`src/rtl/instr_step_fetch.sv`:
```
// Single-step instruction fetch: debounced step button walks a 16x16 program memory
// and presents the latched instruction fields plus a scan toggle to the 7-seg display.
//
// state | meaning
// IDLE  | waiting for a debounced step press
// FETCH | registered read of mem[pc] done; write-through from the load port allowed
// LATCH | fields/pc/instr_valid update on the closing edge
module instr_step_fetch #(
  parameter int DEBOUNCE_CYCLES = 20000,
  parameter int SCAN_DIV        = 500
) (
  input  logic        clk,
  input  logic        rst_n,
  input  logic        btn_step,
  input  logic        ld_en,
  input  logic [3:0]  ld_addr,
  input  logic [15:0] ld_data,
  output logic [3:0]  Opcode,
  output logic [3:0]  Rd1,
  output logic [3:0]  Rd2,
  output logic [3:0]  Wr,
  output logic [3:0]  pc,
  output logic        instr_valid,
  output logic        scan
);

  localparam int DB_W = (DEBOUNCE_CYCLES > 1) ? $clog2(DEBOUNCE_CYCLES) : 1;
  localparam int SC_W = (SCAN_DIV > 1) ? $clog2(SCAN_DIV) : 1;
  localparam logic [DB_W-1:0] DB_LAST = DB_W'(DEBOUNCE_CYCLES - 1);
  localparam logic [SC_W-1:0] SC_LAST = SC_W'(SCAN_DIV - 1);

  typedef enum logic [1:0] {IDLE, FETCH, LATCH} state_t;

  state_t          state;
  logic            sync1, sync2;
  logic            db_level, db_prev;
  logic [DB_W-1:0] db_cnt;
  logic [SC_W-1:0] scan_cnt;
  logic [15:0]     mem [16];
  logic [15:0]     fetch_word;
  logic            step;

  assign step = db_level & ~db_prev;

  // Program memory is deliberately left out of reset so a reset keeps the loaded program.
  always_ff @(posedge clk) begin
    if (ld_en) mem[ld_addr] <= ld_data;
  end

  always_ff @(posedge clk) begin
    if (!rst_n) begin
      sync1    <= 1'b0;
      sync2    <= 1'b0;
      db_level <= 1'b0;
      db_prev  <= 1'b0;
      db_cnt   <= '0;
    end else begin
      sync1   <= btn_step;
      sync2   <= sync1;
      db_prev <= db_level;
      if (sync2 == db_level) begin
        db_cnt <= '0;
      end else if (db_cnt == DB_LAST) begin
        db_level <= sync2;
        db_cnt   <= '0;
      end else begin
        db_cnt <= db_cnt + DB_W'(1);
      end
    end
  end

  always_ff @(posedge clk) begin
    if (!rst_n) begin
      scan_cnt <= '0;
      scan     <= 1'b0;
    end else if (scan_cnt == SC_LAST) begin
      scan_cnt <= '0;
      scan     <= ~scan;
    end else begin
      scan_cnt <= scan_cnt + SC_W'(1);
    end
  end

  always_ff @(posedge clk) begin
    if (!rst_n) begin
      state       <= IDLE;
      fetch_word  <= '0;
      Opcode      <= '0;
      Rd1         <= '0;
      Rd2         <= '0;
      Wr          <= '0;
      pc          <= '0;
      instr_valid <= 1'b0;
    end else begin
      case (state)
        IDLE: begin
          if (step) begin
            fetch_word <= mem[pc];
            state      <= FETCH;
          end
        end
        FETCH: begin
          // A load to the address being fetched wins over the word read last cycle.
          if (ld_en && (ld_addr == pc)) fetch_word <= ld_data;
          state <= LATCH;
        end
        LATCH: begin
          Opcode      <= fetch_word[15:12];
          Rd1         <= fetch_word[11:8];
          Rd2         <= fetch_word[7:4];
          Wr          <= fetch_word[3:0];
          pc          <= pc + 4'd1;
          instr_valid <= 1'b1;
          state       <= IDLE;
        end
        default: state <= IDLE;
      endcase
    end
  end

endmodule

```
`config.mk`:
```
export PLATFORM = sky130hd
export DESIGN_NAME = instr_step_fetch
export DESIGN_NICKNAME = d
export VERILOG_FILES = /design/src/rtl/instr_step_fetch.sv
export SDC_FILE = /design/constraint.sdc
export NUM_CORES = 1
export LEC_CHECK = 0
export CAP_MARGIN = 10
export CELL_PAD_IN_SITES_DETAIL_PLACEMENT = 1
export CELL_PAD_IN_SITES_GLOBAL_PLACEMENT = 2
export CORE_MARGIN = 2
export CORE_UTILIZATION = 35
export DETAILED_ROUTE_END_ITERATION = 8
export GPL_TIMING_DRIVEN = 0
export PLACE_DENSITY = 0.74
export RECOVER_POWER = 50
export SYNTH_ARGS = -nofsm -noshare
export SYNTH_HDL_FRONTEND = slang
export SYNTH_SLANG_ARGS = --single-unit
```
`constraint.sdc`:
```
create_clock -name clk -period 5.1 [get_ports clk]
set_input_delay 1.02 -clock clk [delete_from_list [all_inputs] [get_ports clk]]
set_output_delay 1.02 -clock clk [all_outputs]
set_load 0.02 [all_outputs]
```
Word-level counts from Yosys, hierarchy flattened
Memory sizes are Yosys's and may differ from the RTL's. A register that Yosys moved wholly into a read port is not among the register bits.
Index checks and enable logic that the tools add are counted.

word-level totals
  flip-flop bits (word level) = 68
  latch bits = 0
  memory bits (writable) = 256
  memory bits (read-only) = 0
  input port bits = 24
  output and inout bits = 22
  logic and storage cells = 48
  memories = 1

cells by class
  add/subtract/negate cells = 3
  multiply operators = 0
  divide/modulo/power cells = 0
  $lt $le $gt $ge = 0
  equality and inequality tests = 8
  shifts and indexed selects = 0
  mux-type cells = 9
  bitwise operators = 5
  reductions and logical operators = 7

memories
  memory  words  bits a word  rd ports  clocked after memory_dff  wr ports  RTL line  RTL
  mem     16     16           1         1                         1         39        logic [15:0] mem [16];

operators with widths
  operator                                              count
  2-to-1 mux 16 bit                                     2
  one-hot mux 16 bit (2 select lines)                   1
  adder 15 x 1 -> 15 bit (second input constant)        1
  equality test 15 bit (second input constant)          1
  adder 9 x 1 -> 9 bit (second input constant)          1
  equality test 9 bit (second input constant)           1
  2-to-1 mux 4 bit                                      2
  adder 4 x 1 -> 4 bit (second input constant)          1
  equality test 4 bit                                   1
  inequality test 2 bit (second input constant)         2
  NOT 1 bit                                             4
  one-hot mux 2 bit (2 select lines)                    1
  AND reduction 3 bit                                   1
  OR reduction 3 bit                                    1
  equality test 2 x 1 -> 1 bit (second input constant)  1
  equality test 2 bit (second input constant)           1
  zero test 2 bit                                       1
  2-to-1 mux 1 bit                                      2
  2-to-1 mux 2 bit                                      1
  AND reduction 2 bit                                   1
  nonzero test 2 bit                                    1
  OR reduction 2 bit                                    1
  AND 1 bit                                             1
  equality test 1 bit                                   1
  logical AND 1 bit                                     1

Depth between registers and ports, before layout
Gate-level depths: netlist (run 1).

  depth in word-level cells = 4
  depth in mapped cells = 7
  gate-level depth less buffers = 5

Worst setup path after synthesis (run 1)
No wires, ideal clock.

  kind = input port to flip-flop
  start = input ld_addr[3]
  end = memory mem[0][0] (enable)
  setup time = 0.409 ns
  arrival time = 2.666 ns
  data required time = 4.691 ns
  slack = 2.025 ns
  stages on the path = 2
  path buffers = 0
  path through = or3b_2 nor3_1

RTL lines
  item             RTL line  RTL
  start, declared  16        input logic [3:0] ld_addr,
  end, declared    39

Straight into the memory's write port.

Final worst setup path (run 1)
  start = input ld_en
  end = memory mem[0][13] (enable)

between the ends
  word-level cells in the longest chain between the ends = 2

RTL lines
  item                                    RTL line  RTL
  start, declared                         15        input logic ld_en,
  2-to-1 mux 1 bit                        47        if (ld_en) mem[ld_addr] <= ld_data;
  2-to-1 mux 1 bit (implied by the code)  47

Every way passes these cells.

==> run summary, run 1 <==
leakage power - 0.00490 uW
clock sinks - 328
# port buffers - 43
max-slew violations - 0
Detail Route Antenna Nets - 0
Clock Pin Slew Worst Setup and Hold Paths - 60 ps
layout cell share with drive strength beyond 1 - 12.9%
tightest hold margin - 432 ps
CP delay by family, top - buffers and inverters
first-pass GRT wire length - 52900 um
DIE HEIGHT - 196 um
final wirelength - 34800 um
overall power - 5590 uW
CP Launch Type - primary input
Final setup viols - 0
via count - 7971
largest net degree at the start of global routing - 18
Distinct cells, synth - 47
Cell Rows - 70
crit path max fanout - 8
# diodes - 0
vias per inst - 5.46
Seq/Total Area, Yosys - 70.9%
XOR/XNOR Fraction of Synth Area - 1.84%
final setup TNS - 0 ps
grt ovf - 0
postcts setup bufs - 0
number of synthesized flops with an enable pin - 256
drt wl/cell - 23.8 um
antenna violations before repair - 0
CP Buf/Inv Count - 3
Critical Path End Type - flip-flop
run status - complete, no violations
global-route usage over all layers - 18.5%
P&R area growth vs syn - 19.1%
critical path class - in2reg
number of synthesized register bits - 328
Synth Warn # - 0
CTS Hold Bufs - 0
Root Buffer - clkbuf_16
Final min period - 2980 ps
Core Region - 36400 sq um
Mapped Cells - 867
Mapped Nets - 894
crit path cell chain - dlygate4sd3_1 > or3b_2 > nor3_2 > buf_6 > buf_6
post-cts repair resize count - 0
TritonCTS clock tree - done
Post-Syn Area - 12900 sq um
H-tree depth - 2
RSZ-0062 raised after global routing - no
slew at the pin with the worst max-slew slack - 1120 ps
fill cell count - 3675
post-synthesis simple-gate area fraction - 7.84%
DIE WIDTH - 196 um
final hold viol count - 0
clk buf depth - 3
worst min path class - reg2reg
relative slew slack - 25.1%
Mean Syn Cell Area - 14.8 sq um
fin nets - 994
vias in the first global route - 8347
Critical Path AT - 3210 ps
highest-count cells in the layout ignoring fill and taps - 256 x edfxtp_1, 75 x mux2i_1, 72 x dfxtp_1
Post-synth top flop - edfxtp_1
Post-Route Skew - 17.2 ps
hpwl dp - 23600 um
most common cell after layout, fill and taps aside - edfxtp_1
# IOs - 46
max incr delay on CP - 710 ps
Synth async-reset ratio - 0%
GPL Wtd Cong - 0.781
post-synthesis mux area share - 8.72%
CTS Buf Count - 36
Synth Area in Adders - 0.292%
FMAX - 336 MHz
DRT iter0 DRCs - 520
Skew-Pair Late Insertion Delay - 540 ps
die area - 38300 sq um
Initial Utilization - 35.3%
max-capacitance violation count - 0
Pre-antenna DRT Iters - 5
largest family of logic cells by synthesized area - multiplexers
Req. time, crit path - 5330 ps
DR DRC count - 0
Synth Area in Compound Gates - 8.40%
slowest CP cell - dlygate4sd3_1
VDD IR-drop max - 0.196 mV
crit share post-route - 58.4%
pwr/cell area - 365 nW/um^2
Crit path top cell by count - buf_6
==> final cells by class <==
type | instances | area (sq um) | area share [%]
clock buffers | 47 | 952 | 6.21
plain buffers | 52 | 234 | 1.53
inverters | 6 | 22.5 | 0.147
repair buffers | 62 | 727 | 4.74
multi-input cells | 481 | 3520 | 23.0
flip-flops and latches | 328 | 9130 | 59.6
clock inverters | 17 | 158 | 1.03
well taps | 468 | 586 | 3.82
==> state kept, by name, indices dropped and copies added (netlist names), named ones only <==
signal	cells
sync1	1
scan	1
Rd1	4
mem	256
scan_cnt	9
sync2	1
db_prev	1
pc	4
Opcode	4
fetch_word	16
state	2
Wr	4
db_level	1
Rd2	4
db_cnt	15
instr_valid	1
==> logic make-up after synthesis <==
kind of cell	count (synthesis)
compound gates	140
buf+inv	58
fa+ha+maj	3
simple gates	205
xor+xnor	27
mux	106
flops	328
==> Yosys cell counts, types with 2 or more instances <==
cell	count	area (sq um)
mux4_2	2	45.0
nand3b_1	2	15.0
and2_1	8	50.1
o22ai_1	14	87.6
a221oi_1	2	17.5
buf_1	4	15.0
o31ai_1	2	15.0
or3_1	2	12.5
inv_1	6	22.5
nor2_1	50	188
o221ai_1	30	263
mux2i_1	75	751
a32oi_1	15	131
and4_1	2	17.5
and3_1	24	150
nor2b_1	5	31.3
o22a_1	2	17.5
xor2_1	10	87.6
clkbuf_1	28	105
mux2_2	29	327
edfxtp_1	256	7690
nor3_1	8	40.0
ha_1	3	37.5
buf_2	16	80.1
o2111ai_1	6	52.6
nand2b_1	6	37.5
dfxtp_1	72	1440
nor4b_1	3	26.3
nand2_1	55	206
a22oi_1	31	233
nand3_1	26	130
xnor2_1	17	149
buf_4	2	15.0
a221o_1	14	140
a21oi_1	21	105
o21ai_0	2	10.0
nand4_1	7	43.8
==> through the flow <==
| step | worst slack, ps | area (sq um) | utilization [%] | std cells |
|---|---|---|---|---|
| floorplan | 2020 | 12900 | - | 867 |
| global placement | -145 | 13900 | 38.1 | 1378 |
| detailed placement | 1630 | 14300 | 39.1 | 1397 |
| CTS | 2150 | 15400 | 42.2 | 1461 |
| global route | 2030 | 15300 | 42.1 | 1461 |
| finish | 2120 | 15300 | 42.1 | 1461 |
==> layer usage <==
metal | wire (um) | part of all wire (%) | global-route usage (%)
met5 | 0 | 0 | 0
met4 | 808 | 2.3 | 5.56
met3 | 1760 | 5.0 | 2.78
met2 | 16900 | 49 | 31.1
met1 | 15300 | 44 | 24.9
==> path summary, 6_finish.rpt <==
check / startpoint / end / slack [ps] / cells past startpoint
setup / recovery: ld_en / mem[0][13] / 2120 / 5
setup reg to reg: flip-flop / fetch_word[2] / 2730 / 7
hold / removal: sync1 / sync2 / 430 / 1
hold reg to reg: sync1 / sync2 / 430 / 1
==> power by group <==
part / switching (uW) / internal (uW)
combinational: 98.2 / 47.7
sequential: 23.4 / 2940
clock: 1050 / 1430
==> worst register-to-register path: stages (launching register included) <==
cell and delay [ps]:
dfxtp_1 310, buf_2 200, buf_2 320, nor2b_1 170
clkbuf_1 530, a221oi_1 200, o221ai_1 400, nand3_1 110
No activity file was read; power rests on OpenSTA's default activity.
==> run 2: changes to the inputs <==
--- a/config.mk
+++ b/config.mk
@@ -12,7 +12,7 @@
 export CORE_UTILIZATION = 35
 export DETAILED_ROUTE_END_ITERATION = 8
 export GPL_TIMING_DRIVEN = 0
-export PLACE_DENSITY = 0.74
+export PLACE_DENSITY = 0.77
 export RECOVER_POWER = 50
 export SYNTH_ARGS = -nofsm -noshare
 export SYNTH_HDL_FRONTEND = slang
==> constraint.sdc (replaced) <==
create_clock -name clk -period 2.7 [get_ports clk]
set_input_delay 0.54 -clock clk [delete_from_list [all_inputs] [get_ports clk]]
set_output_delay 0.54 -clock clk [all_outputs]
set_load 0.02 [all_outputs]
==> run 2 against run 1 <==
First-iteration DRC count grew 13%. Sequential share of layout area grew 0.13 points. Flip-flop and latch count is the same. Critical endpoint is now mem[11][13]. Critical path type unchanged. Final area shrank 0.22%. Largest power group unchanged. Global-route usage is essentially flat. Total power grew 87%. Register-to-register slack lost 2400 ps. Worst hold slack gained 19 ps. Clock-buffer cell count shrank 5. Critical path depth shrank 1. Die area is the same.
==> run summary, run 2 (synthesized netlist as in run 1, its figures left out) <==
vias in the first global route - 8385 (+0.46%)
Critical Path AT - 2660 ps (-550 ps)
GPL Wtd Cong - 0.789 (+0.96%)
TritonCTS clock tree - done
r2r worst-path depth - 6 (-1)
P&R area growth vs syn - 18.8%
crit path cell chain - dlygate4sd3_1 > nand3b_1 > nor2_1 > clkbuf_1
crit path max fanout - 15 (+7)
Cell Rows - 70 (unchanged)
max-capacitance violation count - 0 (unchanged)
drt wl/cell - 24.1 um (+1.2%)
crit share post-route - 93.6%
tightest hold margin - 451 ps (+19.0 ps)
CTS Hold Bufs - 0 (unchanged)
DIE WIDTH - 196 um (unchanged)
hpwl dp - 23700 um (+0.44%)
fin nets - 994 (unchanged)
Req. time, crit path - 2830 ps (-2500 ps)
r2r endpoint - fetch_word[15]
Detail Route Antenna Nets - 0 (unchanged)
CP Launch Type - primary input
detailed-route wire length on metal 1 - 15700 um (+2.3%)
max FFs per register - 256 (unchanged)
RSZ-0062 raised after global routing - no
largest net degree at the start of global routing - 18 (unchanged)
highest-count cells in the layout ignoring fill and taps - 256 x edfxtp_1, 75 x mux2i_1, 72 x dfxtp_1
post-cts repair resize count - 0 (unchanged)
pwr/cell area - 685 nW/um^2 (+88%)
grt ovf - 0 (unchanged)
final wirelength - 35200 um (+1.0%)
Root Buffer - clkbuf_16
worst setup margin - 174 ps (-1950 ps)
clock sinks - 328 (unchanged)
vias per inst - 5.52 (+1.2%)
Critical Path End Type - flip-flop
Largest regs - mem x256, fetch_word x16, db_cnt x15
worst min path class - reg2reg
Clock Pin Slew Worst Setup and Hold Paths - 60 ps (about the same)
FF-to-FF setup slack - 290 ps (-2440 ps)
Final Util - 42.0% (-0.093 points)
Critical Path Start - ld_en
Core Region - 36400 sq um (unchanged)
global-route usage over all layers - 18.5% (-0.030 points)
most common cell after layout, fill and taps aside - edfxtp_1
DR DRC count - 0 (unchanged)
uppermost layer routed - met4
slowest CP cell - clkbuf_1
postcts setup bufs - 0 (unchanged)
VDD IR-drop max - 0.392 mV (+100%)
leakage power - 0.00488 uW (-0.33%)
DRT iter0 DRCs - 588 (+13%)
slew at the pin with the worst max-slew slack - 1110 ps (-12.6 ps)
Final min period - 2530 ps
CP endpoint - mem[11][13]
run status - complete, no violations
DIE HEIGHT - 196 um (unchanged)
via count - 8056 (+1.1%)
Pre-antenna DRT Iters - 5 (unchanged)
layout cell share with drive strength beyond 1 - 13.4% (+0.53 points)
max-slew violations - 0 (unchanged)
Skew-Pair Late Insertion Delay - 530 ps (about the same)
final setup TNS - 0 ps (unchanged)
# diodes - 0 (unchanged)
Inst Count DP - 1398 (+0.072%)
count of non-filler cells in the finished layout - 1459 (-0.14%)
CTS Buf Count - 35 (-2.8%)
clk buf depth - 3 (unchanged)
FMAX - 396 MHz
antenna violations before repair - 0 (unchanged)
DP Worst Slack - -233 ps (-1860 ps)
H-tree depth - 2 (unchanged)
Initial Utilization - 35.3% (unchanged)
# IOs - 46 (unchanged)
met3 WL - 1660 um (-5.4%)
Final setup viols - 0 (unchanged)
max incr delay on CP - 840 ps (+130 ps)
die area - 38300 sq um (unchanged)
DR WL met2 - 17000 um (+0.81%)
Post-Route Skew - 23.1 ps (+5.92 ps)
relative slew slack - 25.9% (+0.84 points)
# port buffers - 43 (unchanged)
final hold viol count - 0 (unchanged)
critical path class - in2reg
Most flops, register - mem
first-pass GRT wire length - 53100 um (+0.33%)
## run 2: layout make-up
cell class                      instances  area, sq um
Buffer                                 52          234
Clock buffer                           42          923
Clock inverter                         19          171
Fill cell                            3692        21100
Inverter                                6         22.5
Multi-Input combinational cell        481         3520
Sequential cell                       328         9130
Tap cell                              468          586
Timing Repair Buffer                   63          706
## run 2: how the worst min path moves through the flow
stage | startpoint | end | slack (ps) | depth (start not counted)
6_report | scan_cnt[0] | scan_cnt[0] | 450 | 1
5_1_grt | scan_cnt[0] | scan_cnt[0] | 470 | 1
4_1_cts | scan_cnt[0] | scan_cnt[0] | 450 | 1
3_5_place_dp | scan_cnt[0] | scan_cnt[0] | 440 | 1
3_3_place_gp | sync1 | sync2 | 420 | 1
2_1_floorplan | sync1 | sync2 | 410 | 1
## run 2: stage by stage
step,instance area (sq um),power [uW]
floorplan,12900,5800
global placement,13900,5950
detailed placement,14200,5990
CTS,15300,10600
global route,15300,10800
finish,15300,10500
## run 2: per-layer routing
metal / vias up / track usage [%]
met1: 4168 / 25.3
met4: 0 / 5.05
met2: 244 / 31.0
met3: 49 / 2.39
met5: - / 0
li1: 3595 / -
## run 2: worst max-delay path, delay by kind of cell
kind	cells	cell delay [ps]
buf+inv	2	1590
simple gates	2	500
## run 2: report_power, final
group	switching (uW)	internal [uW]	leakage, uW
logic	189	89.1	0.00145
clock network	1950	2650	0.000535
registers	46.5	5550	0.00289
total	2180	8290	0.00488
